`config.mk`:
```
export PLATFORM = sky130hd
export DESIGN_NAME = fetch_stage
export DESIGN_NICKNAME = d
export VERILOG_FILES = /design/src/rtl/fetch_stage.sv
export SDC_FILE = /design/constraint.sdc
export NUM_CORES = 1
export LEC_CHECK = 0
export ABC_AREA = 1
export BUFFER_PORTS_ARGS = -buffer_cell sky130_fd_sc_hd__buf_2
export CAP_MARGIN = 20
export CORE_ASPECT_RATIO = 2
export CORE_MARGIN = 3
export CORE_UTILIZATION = 50
export CTS_BUF_LIST = sky130_fd_sc_hd__clkbuf_16
export DETAILED_ROUTE_END_ITERATION = 7
export GPL_TIMING_DRIVEN = 0
export PLACE_DENSITY = 0.76
export SLEW_MARGIN = 0
export SYNTH_ARGS = -nofsm -noshare
export SYNTH_HDL_FRONTEND = slang
export SYNTH_SLANG_ARGS = --single-unit
```
`constraint.sdc`:
```
create_clock -name clk -period 1.8 [get_ports clk]
set_input_delay 0.09 -clock clk [delete_from_list [all_inputs] [get_ports clk]]
set_output_delay 0.09 -clock clk [all_outputs]
set_load 0.1 [all_outputs]
```
`src/rtl/fetch_stage.sv`:
```
// rtl/fetch_stage.sv - instruction fetch stage with one outstanding bus request,
// ID-stall buffering, flush discard and branch/delay-slot tracking.
module fetch_stage #(
  parameter logic [31:0] RESET_PC = 32'hBFC0_0000
) (
  input  logic        clk,
  input  logic        rst_n,
  input  logic        if_stall_i,
  input  logic        if_flush_i,
  input  logic [31:0] if_flush_pc_i,
  input  logic        if_branch_en_i,
  input  logic [31:0] if_branch_pc_i,
  input  logic        if_next_inslot_i,
  output logic        inst_req_o,
  output logic [31:0] inst_addr_o,
  input  logic        inst_addr_ok_i,
  input  logic        inst_data_ok_i,
  input  logic [31:0] inst_rdata_i,
  output logic [31:0] if_pc_o,
  output logic [31:0] if_inst_o,
  output logic        if_inslot_o,
  output logic        if_valid_o
);

  typedef enum logic [1:0] {S_REQ, S_WAIT, S_HOLD, S_DISCARD} state_e;

  state_e      state_q, state_d;
  logic [31:0] pc_q, pc_d;
  logic [31:0] out_pc_q, out_pc_d;
  logic [31:0] out_inst_q, out_inst_d;
  logic        out_inslot_q, out_inslot_d;
  logic        out_valid_q, out_valid_d;
  logic        pend_valid_q, pend_valid_d;
  logic [31:0] pend_pc_q, pend_pc_d;
  logic        pend_inslot_q, pend_inslot_d;
  logic [31:0] buf_pc_q, buf_pc_d;
  logic [31:0] buf_inst_q, buf_inst_d;

  logic        id_accept;
  logic        deliver;
  logic [31:0] dlv_pc;
  logic [31:0] dlv_inst;

  // ID only acts on decoder outputs when it holds a real instruction and is not stalled.
  assign id_accept = out_valid_q & ~if_stall_i;
  assign deliver   = ~if_flush_i & ~if_stall_i &
                     (((state_q == S_WAIT) & inst_data_ok_i) | (state_q == S_HOLD));
  assign dlv_pc    = (state_q == S_HOLD) ? buf_pc_q   : pc_q;
  assign dlv_inst  = (state_q == S_HOLD) ? buf_inst_q : inst_rdata_i;

  always_ff @(posedge clk or negedge rst_n) begin
    if (!rst_n) begin
      state_q <= S_REQ;
    end else begin
      state_q <= state_d;
    end
  end

  always_comb begin
    state_d = state_q;
    if (if_flush_i) begin
      // A flushed request that is still in flight must have its data swallowed.
      case (state_q)
        S_REQ:   state_d = inst_addr_ok_i ? S_DISCARD : S_REQ;
        S_HOLD:  state_d = S_REQ;
        default: state_d = inst_data_ok_i ? S_REQ : S_DISCARD;
      endcase
    end else begin
      case (state_q)
        S_REQ:     if (inst_addr_ok_i) state_d = S_WAIT;
        S_WAIT:    if (inst_data_ok_i) state_d = if_stall_i ? S_HOLD : S_REQ;
        S_HOLD:    if (!if_stall_i) state_d = S_REQ;
        S_DISCARD: if (inst_data_ok_i) state_d = S_REQ;
        default:   state_d = S_REQ;
      endcase
    end
  end

  always_comb begin
    inst_req_o  = rst_n & (state_q == S_REQ);
    inst_addr_o = pc_q;
  end

  always_comb begin
    pc_d          = pc_q;
    out_pc_d      = out_pc_q;
    out_inst_d    = out_inst_q;
    out_inslot_d  = out_inslot_q;
    out_valid_d   = out_valid_q;
    pend_valid_d  = pend_valid_q;
    pend_pc_d     = pend_pc_q;
    pend_inslot_d = pend_inslot_q;
    buf_pc_d      = buf_pc_q;
    buf_inst_d    = buf_inst_q;
    if (if_flush_i) begin
      pc_d          = if_flush_pc_i;
      out_inst_d    = 32'h0;
      out_inslot_d  = 1'b0;
      out_valid_d   = 1'b0;
      pend_valid_d  = 1'b0;
      pend_inslot_d = 1'b0;
    end else if (deliver) begin
      out_pc_d      = dlv_pc;
      out_inst_d    = dlv_inst;
      out_valid_d   = 1'b1;
      out_inslot_d  = (id_accept & if_next_inslot_i) | pend_inslot_q;
      if (id_accept & if_branch_en_i) begin
        pc_d = if_branch_pc_i;
      end else if (pend_valid_q) begin
        pc_d = pend_pc_q;
      end else begin
        pc_d = dlv_pc + 32'd4;
      end
      pend_valid_d  = 1'b0;
      pend_inslot_d = 1'b0;
    end else begin
      if (!if_stall_i) begin
        out_inst_d   = 32'h0;
        out_inslot_d = 1'b0;
        out_valid_d  = 1'b0;
      end
      if (id_accept & if_branch_en_i) begin
        pend_valid_d = 1'b1;
        pend_pc_d    = if_branch_pc_i;
      end
      if (id_accept & if_next_inslot_i) begin
        pend_inslot_d = 1'b1;
      end
      // Data arriving in WAIT without a delivery means ID is stalled: park it.
      if ((state_q == S_WAIT) & inst_data_ok_i) begin
        buf_pc_d   = pc_q;
        buf_inst_d = inst_rdata_i;
      end
    end
  end

  always_ff @(posedge clk or negedge rst_n) begin
    if (!rst_n) begin
      pc_q          <= RESET_PC;
      out_pc_q      <= 32'h0;
      out_inst_q    <= 32'h0;
      out_inslot_q  <= 1'b0;
      out_valid_q   <= 1'b0;
      pend_valid_q  <= 1'b0;
      pend_pc_q     <= 32'h0;
      pend_inslot_q <= 1'b0;
      buf_pc_q      <= 32'h0;
      buf_inst_q    <= 32'h0;
    end else begin
      pc_q          <= pc_d;
      out_pc_q      <= out_pc_d;
      out_inst_q    <= out_inst_d;
      out_inslot_q  <= out_inslot_d;
      out_valid_q   <= out_valid_d;
      pend_valid_q  <= pend_valid_d;
      pend_pc_q     <= pend_pc_d;
      pend_inslot_q <= pend_inslot_d;
      buf_pc_q      <= buf_pc_d;
      buf_inst_q    <= buf_inst_d;
    end
  end

  assign if_pc_o     = out_pc_q;
  assign if_inst_o   = out_inst_q;
  assign if_inslot_o = out_inslot_q;
  assign if_valid_o  = out_valid_q;

endmodule

```
==> results of run 1 <==
-- registers in the layout, summed over array words and instances (netlist names) --
signal / count
buf_inst_q: 32
buf_pc_q: 32
if_inst_o: 32
if_pc_o: 32
inst_addr_o: 32
pend_pc_q: 32
state_q: 2
if_inslot_o: 1
if_valid_o: 1
pend_inslot_q: 1
pend_valid_q: 1
-- cell usage in the layout, fill, tap and decap left out, types with 7 or more instances in the layout --
cell type        n
nand3_1         58
buf_4           44
clkbuf_16       19
o21ai_1         17
buf_2          208
clkbuf_2        14
clkbuf_8         7
a21oi_1         22
nand3_2         13
nand2_2         59
buf_6           12
dlygate4sd3_1   93
o21ai_0        161
dfrtp_1        167
a31oi_1         11
inv_1          154
nor2_4          22
nand2_1        405
a32o_1          32
clkbuf_4         7
dfrtp_2         19
nor2_1          31
nand2_4         24
nor2_2          11
clkbuf_1        20
-- logic make-up (layout without fill, tap and decap cells) --
| family | count (synthesis) | count (layout) | share of synthesized area [%] |
|---|---|---|---|
| DFF | 198 | 198 | 48.6 |
| muxes | 2 | 2 | 0.220 |
| buffers and inverters | 241 | 614 | 9.64 |
| xor gates and xnor gates | 4 | 4 | 0.343 |
| adders and majority gates | 1 | 1 | 0.122 |
| and+or+nand+nor | 631 | 631 | 25.7 |
| AOI/OAI and AO/OA | 269 | 269 | 15.5 |
-- through the flow --
stage               total power [µW]  area (µm²)  setup WS [ns]  hold WS, ns  util [%]
floorplan                      14400       10300        -0.0770       -0.206         -
global placement               16600       11600          -3.37        0.311      58.2
detailed placement             16800       11700         -0.673       0.0957      58.4
CTS                            21400       13900         -0.302       -0.383      69.3
global route                   23100       14400         -0.425       -0.350      71.9
finish                         22200       14400         -0.366       -0.391      71.9
-- final cells by class --
cell class	instances	area [µm²]	share of cell area, %
clock buffer	17	425	2.96
multi-input combinational	907	4850	33.7
sequential	198	5010	34.9
timing repair buffer	342	2410	16.8
buffer	75	559	3.89
clock inverter	15	161	1.12
inverter	165	637	4.43
tap	262	328	2.28
-- repair_timing --
item,4_1_cts,5_1_grt
setup endpoints to repair,190,186
cloned,3,1
gates resized for setup,136,123
buffers inserted,29,18
endpoints found under the hold margin,184,70
pin swaps,31,42
-- worst max-delay path: stages, from the launching register on --
cell	delay (ns)
dfrtp_2	0.45
buf_8	0.17
buf_8	0.14
nand3_1	0.10
nand2_2	0.15
nand2_2	0.13
nor2_4	0.17
nand2_1	0.13
nor2_4	0.17
buf_6	0.14
nand2_2	0.05
nand2_2	0.06
nand3_2	0.06
nand2_1	0.07
nand2_1	0.05
nand2_1	0.07
-- final timing paths --
check                                              start                           to
worst min register to register  buf_pc_q[13]$_DFFE_PN0P_     buf_pc_q[13]$_DFFE_PN0P_
max in group asynchronous                          rst_n  inst_addr_o[29]$_DFFE_PN1N_
worst max-delay path              state_q[1]$_DFFE_PN0P_  inst_addr_o[26]$_DFFE_PN1N_
worst min-delay path                               rst_n    pend_pc_q[25]$_DFFE_PN0P_
min in group clk                       if_flush_pc_i[24]  inst_addr_o[24]$_DFFE_PN1N_
worst max register to register    state_q[1]$_DFFE_PN0P_  inst_addr_o[26]$_DFFE_PN1N_
-- power by group through the flow --
stage / clock network (µW) / logic [µW] / registers (µW)
finish: 3920 / 11300 / 6980
global placement: 0 / 9620 / 6940
global route: 4100 / 11900 / 7120
CTS: 3930 / 10600 / 6910
detailed placement: 0 / 9780 / 6980
floorplan: 0 / 3360 / 11000
-- layer usage --
metal	GRT usage, %	vias up
met5	0	-
met4	30.9	0
met3	5.56	171
met2	60.8	500
met1	35.5	5141
li1	-	5010
==> metrics.txt, run 1 <==
status finished with violations; failing checks hold timing, setup timing; WHS -0.391 ns; Hold Vio Cnt, Final 74; Remaining Overflow, GRT 0; Die Ht 208 µm; clk sinks 198; hold_buf cts 93; DRT antenna net count 0; M1 wire length 12.8 mm; final setup vio count 83; total CTS buffers 17; clock slew at reported path FFs 0.07 ns; Cell Pwr Density 1540 mW/mm²; sequential power share 31.5%; Post-synth EDFFs 0; Final Max Tran Viols 0; fin nets 1811; vias 10800; R2R Setup Slk -0.37 ns; IO Count 203; die area 0.0223 mm²; CP Data Arrival Time 2.56 ns; DRC violations left 0; CP required 2.19 ns; number of fill cells 1542; FP Rows 73; maximum VDD drop 1.03 mV; HP Class primary input to asynchronous set/reset pin; WS Path Type flop to flop; vias in the first global route 10900; largest area contributor in the netlist dfrtp_1; CTS Root Cell clkbuf_16; P_sw 11100 µW; period utilization 120%; Post-Synthesis Cell Area 0.0102 mm²; sequential share of the synthesized area 48.6%; Yosys reg bits 198; R2R depth 15; actual slew at the worst max-slew pin 0.849 ns; Routed WL per cell 19.8 µm; Avg Synthesized Cell Area 7.60 µm²; vias per cell 5.46; Post-synth ARST share 100%; LEAKAGE 0.00743 µW; crit-path max FO 10; Int Power 11100 µW; Initial Util 51.1%; Cells after Synth 1346; 1st-pass router iterations 7; Sw Ratio 50.1%; dominant synthesized flop cell dfrtp_1; I/O Buffers 200; PnR worst setup slack -0.366 ns; met3 WL 2.17 mm; Yosys top cell area share 46.2%; initial DRC count 633; RSZ-0062 raised after global routing yes; clock network fraction of design power 17.7%; Cell variety after synth 38; pin count of the biggest net entering global routing 122; Max Cap Viol 0; initial antenna violation count 0; H-tree depth 4; CTS tree yes; synth top area cells dfrtp_1 46%, nand2_1 17%, o21ai_0 8.4%, inv_1 5.6%, nand3_1 3.5%; fin crit period 2.17 ns; post-synthesis to final-layout area growth 40.6%; Synthesized Nets 1451; GRT Total Usage 35.2%; Max transition margin 43.4%; Critical Path End Type flop; Final GP Congestion 0.999; non-filler cells, final 1981; TNS Setup -12.77 ns; top sig layer met4; first-pass GRT wire length 59.5 mm; Commonest cells post-synth 465 x nand2_1, 189 x dfrtp_1, 171 x o21ai_0; Worst-Skew Late Latency 0.45 ns; final wirelength 39.3 mm; hpwl dp 27.7 mm; Max Buffers Root-to-Sink 2; fraction of layout cells with a size suffix above 1 30.3%; total core area 0.0200 mm²; fmax 0.462 GHz; Critical Path Start Type flop; most frequent cell after synthesis nand2_1; Setup Skew 0.00750 ns; Comb pwr share 50.8%; # diodes 0; met2 wire length 20.3 mm; Placed Cells 1809; Die X 107 µm; synth warn 0
Power figures use the tool's default switching activity.
==> run 2, diff against run 1 <==
Settings changed: PLACE_DENSITY 0.76 to 0.74.
==> run 2 against run 1 <==
  * The run still ends with hold timing, setup timing left
  * Flip-flop and latch count stayed put
  * Setup slack worse by 0.072 ns
  * Clock power is 5.1% higher
  * Largest power group unchanged
==> metrics.txt, run 2 (synthesis gave the netlist of run 1 again) <==
WS Path Type flop to flop; hold_buf cts 94; crit-path max FO 5; clk sinks 198; number of fill cells 1350; fin crit period 2.24 ns; final setup vio count 181; critical path depth in cells 14; r2r endpoint inst_addr_o[10]$_DFFE_PN0N_; CTS Root Cell clkbuf_16; RSZ-0062 raised after global routing yes; slowest CP cell dfrtp_1; vias 11700; CP delay by family, top simple AND/OR/NAND/NOR gates; CP peak stage delay 0.42 ns; DRC violations left 0; clock slew at reported path FFs 0.07 ns; Max Buffers Root-to-Sink 2; Final Max Tran Viols 0; Remaining Overflow, GRT 0; Multi-input gate area 0.00516 mm²; CP required 2.15 ns; Die Ht 208 µm; initial DRC count 875; actual slew at the worst max-slew pin 0.986 ns; Die X 107 µm; FP Rows 73; commonest non-fill, non-tap cells in the layout 358 x nand2_1, 203 x buf_2, 167 x dfrtp_1; status finished with violations; maximum VDD drop 1.18 mV; initial antenna violation count 0; post-synthesis to final-layout area growth 52.3%; WHS -0.403 ns; failing checks hold timing, setup timing; RR Startpoint state_q[0]$_DFFE_PN0P_; 1st-pass router iterations 6; vias in the first global route 10900; total core area 0.0200 mm²; H-tree depth 4; period utilization 124%; I/O Buffers 200; # diodes 0; first-pass GRT wire length 59.8 mm; Cell Pwr Density 1510 mW/mm²; most frequent CP cell nand2_1; Routed WL per cell 22.1 µm; Critical Path Start Type flop; HP Class primary input to asynchronous set/reset pin; DRT antenna net count 0; fin nets 1846; pin count of the biggest net entering global routing 118; CP Data Arrival Time 2.59 ns; Worst Setup EP inst_addr_o[10]$_DFFE_PN0N_; Max Cap Viol 0; Pwr Total 23500 µW; CTS tree yes; Critical path origin state_q[0]$_DFFE_PN0P_; fraction of layout cells with a size suffix above 1 37.0%; hpwl dp 27.5 mm; Max transition margin 34.3%; Place WS -0.683 ns; PnR worst setup slack -0.438 ns; GRT Total Usage 35.5%; register area 0.00501 mm²; LEAKAGE 0.00796 µW; IO Count 203; vias per cell 5.78; Critical Path End Type flop; die area 0.0223 mm²; R2R depth 14; TNS Setup -25.23 ns; fmax 0.447 GHz; Final GP Congestion 0.982; commonest non-fill, non-tap cell in the layout nand2_1; R2R Setup Slk -0.44 ns; total CTS buffers 17; Initial Util 51.1%; worst path bufs/invs 4; crit-path cells inv_4 -> buf_4 -> buf_16 -> nand3_1 -> nand2_2 -> inv_2 -> nor2_4 -> nand2_4 -> xor2_2 -> nand2_1 -> nand2_1 -> nand2_1 -> nand2_2 -> nand2_1; Hold Vio Cnt, Final 78; Worst-Skew Late Latency 0.47 ns; final wirelength 44.6 mm; Setup Skew 0.0136 ns
==> run 2: changes by cell type in the layout (fill, tap and decap cells not counted), sizes merged <==
cell	previous run	this run
buf	274	308
bufinv	3	4
clkbuf	67	65
clkinv	9	8
clkinvlp	2	3
dlymetal6s4s	0	1
nand2	490	491
==> run 2: stage by stage <==
stage | utilization [%] | instances | instance area (µm²) | hold slack, ns
floorplan | - | 1346 | 10300 | -0.206
global placement | 58.2 | 1808 | 11600 | 0.311
detailed placement | 58.4 | 1809 | 11700 | 0.114
CTS | 70.2 | 1972 | 14000 | -0.377
global route | 77.9 | 2016 | 15600 | -0.359
finish | 77.9 | 2016 | 15600 | -0.403
==> run 2: worst min path at each step <==
stage | slack (ns) | end | cells past startpoint | from
CTS | -0.38 | pend_pc_q[25]$_DFFE_PN0P_ | 1 | rst_n
global route | -0.36 | pend_pc_q[25]$_DFFE_PN0P_ | 1 | rst_n
global placement | 0.31 | buf_inst_q[17]$_DFFE_PN0P_ | 3 | inst_rdata_i[17]
floorplan | -0.21 | buf_inst_q[0]$_DFFE_PN0P_ | 0 | rst_n
detailed placement | 0.11 | pend_pc_q[25]$_DFFE_PN0P_ | 1 | rst_n
finish | -0.40 | pend_pc_q[25]$_DFFE_PN0P_ | 1 | rst_n
==> run 2: final cells by class <==
| type | instances | share of cell area, % |
|---|---|---|
| clock inverters | 15 | 1.19 |
| clock buffers | 17 | 2.73 |
| inverters | 165 | 4.20 |
| flip-flops and latches | 198 | 32.2 |
| plain buffers | 75 | 4.92 |
| well taps | 262 | 2.10 |
| multi-input cells | 908 | 33.1 |
| repair inverters | 1 | 0.0723 |
| repair buffers | 375 | 19.5 |
==> run 2: worst register-to-register path: stages, from the launching register on <==
cell and delay [ns]:
dfrtp_1 0.42, inv_4 0.11, buf_4 0.14, buf_16 0.12, nand3_1 0.10, nand2_2 0.15
inv_2 0.11, nor2_4 0.22, nand2_4 0.13, xor2_2 0.17, nand2_1 0.08, nand2_1 0.07
nand2_1 0.07, nand2_2 0.16, nand2_1 0.09
==> run 2: what timing repair did <==
item / in CTS / in global routing
hold endpoints to repair: 193 / 77
buffers inserted: 34 / 27
pin swaps: 38 / 38
gates resized for setup: 167 / 352
gates cloned: 3 / 20
endpoints found under the setup margin: 189 / 194
==> run 2: layer usage <==
| layer | up-vias | routed length, µm | global-route usage [%] |
|---|---|---|---|
| met5 | - | 0 | 0 |
| met4 | 0 | 5360 | 29.0 |
| met3 | 274 | 2950 | 6.27 |
| met2 | 738 | 22600 | 61.9 |
| met1 | 5540 | 13700 | 36.1 |
| li1 | 5104 | - | - |
==> run 2: power by group <==
| group | total, µW | leakage (µW) | internal (µW) | switching, µW |
|---|---|---|---|---|
| Combinational | 12300 | 0.00518 | 3360 | 8930 |
| Clock | 4120 | 0.000297 | 2310 | 1810 |
| Sequential | 7130 | 0.00249 | 6070 | 1050 |
| Total | 23500 | 0.00796 | 11700 | 11800 |
==> run 3, diff against run 2 <==
Settings changed: CORE_UTILIZATION 50 to 49, PLACE_DENSITY 0.74 to 0.73.
==> run 3 against run 2 <==
  * The flow still finishes with violations (hold timing, setup timing)
  * Register-to-register slack got worse by 0.04 ns
  * Die area rose by 2.0%
  * First-iteration DRC count increased by 12%
  * Setup slack worse by 0.039 ns
  * Critical path type unchanged
  * Largest cell class unchanged
==> metrics.txt, run 3 (synthesis gave the netlist of run 1 again) <==
I/O Buffers 200; Die X 108 µm; initial antenna violation count 0; CP Data Arrival Time 2.63 ns; fin crit period 2.28 ns; crit-path cells inv_4 -> buf_8 -> nand3_2 -> nand2_4 -> ha_4 -> nand2_4 -> nor2_4 -> buf_6 -> nand2_4 -> xnor2_1 -> o21bai_1 -> nand2_1 -> nand2_1 -> nand2_1; status finished with violations; HP Class primary input to asynchronous set/reset pin; # diodes 0; pin count of the biggest net entering global routing 114; WS Path Type flop to flop; total core area 0.0205 mm²; RR Startpoint state_q[0]$_DFFE_PN0P_; Cell Pwr Density 1480 mW/mm²; fin nets 1856; post-layout util 77.5%; CTS Root Cell clkbuf_16; FP Rows 74; register area 0.00501 mm²; Remaining Overflow, GRT 0; WHS -0.449 ns; Critical Path End Type flop; slowest CP cell dfrtp_1; H-tree depth 4; Pwr Total 23500 µW; RSZ-0062 raised after global routing yes; IO Count 203; clock slew at reported path FFs 0.07 ns; maximum VDD drop 1.28 mV; Placed Cells 1813; total CTS buffers 17; post-synthesis to final-layout area growth 55.0%; Initial Util 50.0%; fraction of layout cells with a size suffix above 1 39.1%; GRT Total Usage 36.6%; Worst-Skew Late Latency 0.47 ns; die area 0.0227 mm²; fmax 0.439 GHz; CTS tree yes; period utilization 126%; final wirelength 45.1 mm; LEAKAGE 0.00801 µW; Routed WL per cell 22.2 µm; vias 11600; Max transition margin 32.0%; Setup Skew 0.00999 ns; number of fill cells 1395; hpwl dp 27.8 mm; Critical path origin state_q[0]$_DFFE_PN0P_; final setup vio count 198; non-filler cells, final 2030; Die Ht 210 µm; Multi-input gate area 0.00544 mm²; PnR worst setup slack -0.477 ns; hold_buf cts 94; vias per cell 5.73; crit-path max FO 5; first-pass GRT wire length 61.8 mm; Hold Vio Cnt, Final 86; Critical Path Start Type flop; 1st-pass router iterations 5; failing checks hold timing, setup timing; DRT antenna net count 0; Final GP Congestion 1.01; DRC violations left 0; Max Cap Viol 0; Final Max Tran Viols 0; actual slew at the worst max-slew pin 1.02 ns; CP required 2.15 ns; commonest non-fill, non-tap cells in the layout 341 x nand2_1, 203 x buf_2, 167 x dfrtp_1; clk sinks 198; vias in the first global route 11300; commonest non-fill, non-tap cell in the layout nand2_1; Max Buffers Root-to-Sink 2; CP peak stage delay 0.43 ns; initial DRC count 976
[run 3: changes by cell type in the layout (fill, tap and decap cells not counted), sizes merged]
cell / previous run / this run
clkinvlp: 3 / 1
clkbuf: 65 / 60
bufinv: 4 / 0
clkinv: 8 / 15
buf: 308 / 324
inv: 166 / 164
[run 3: cell type report]
cell class                 count  share of cell area [%]
multi-input combinational    908                    34.3
sequential                   198                    31.6
timing repair buffer         387                    19.6
buffer                        74                    4.99
inverter                     165                    4.10
clock buffer                  17                    2.68
tap                          266                    2.10
clock inverter                15                   0.568
[run 3: power breakdown]
group          switching [µW]  internal, µW
Sequential               1150          6070
Combinational            9110          3620
Clock                    1770          1740
[run 3: worst paths after layout]
kind                                         endpoint  slack, ns  cells past startpoint
max                        inst_addr_o[8]$_DFFE_PN0N_      -0.48                     14
min                           if_pc_o[26]$_DFFE_PN0P_      -0.45                      1
max reg2reg                inst_addr_o[8]$_DFFE_PN0N_      -0.48                     14
min reg2reg                  buf_pc_q[25]$_DFFE_PN0P_       0.48                      2
max in group asynchronous  inst_addr_o[3]$_DFFE_PN0N_       1.20                      2
min in group clk            pend_inslot_q$_DFFE_PN0P_       0.06                      4
[run 3: critical path, delay by kind of cell, from the launching register on]
family	cells	cell delay [ns]
simple gates	8	0.89
flops	1	0.43
buf+inv	3	0.41
fa+ha+maj	1	0.16
xor+xnor	1	0.15
compound gates	1	0.13
[run 3: repair_timing]
action | 4_1_cts | 5_1_grt
hold endpoints to repair | 195 | 86
pin swaps | 44 | 65
gates cloned | 9 | 9
setup buffers | 52 | 28
resized for setup | 291 | 292
endpoints found under the setup margin | 190 | 199
[run 3: layer usage]
metal / vias up / share of wire [%] / global-route usage [%] / wire [µm]
met1: 5531 / 30 / 35.8 / 13600
met3: 269 / 7.8 / 7.05 / 3510
met5: - / 0 / 0 / 0
met4: 0 / 11 / 36.0 / 5000
li1: 5117 / - / - / -
met2: 721 / 51 / 61.8 / 23000
[run 3: metrics by stage]
| stage | setup slack, ns | cell area [µm²] | setup TNS, ns | hold slack [ns] |
|---|---|---|---|---|
| 2_1_floorplan | -0.0770 | 10300 | -0.487 | -0.206 |
| 3_3_place_gp | -3.45 | 11600 | -603.97 | 0.311 |
| 3_5_place_dp | -0.691 | 11700 | -66.91 | 0.142 |
| 4_1_cts | -0.344 | 14600 | -13.81 | -0.345 |
| 5_1_grt | -0.544 | 15900 | -66.40 | -0.404 |
| 6_report | -0.477 | 15900 | -57.68 | -0.449 |
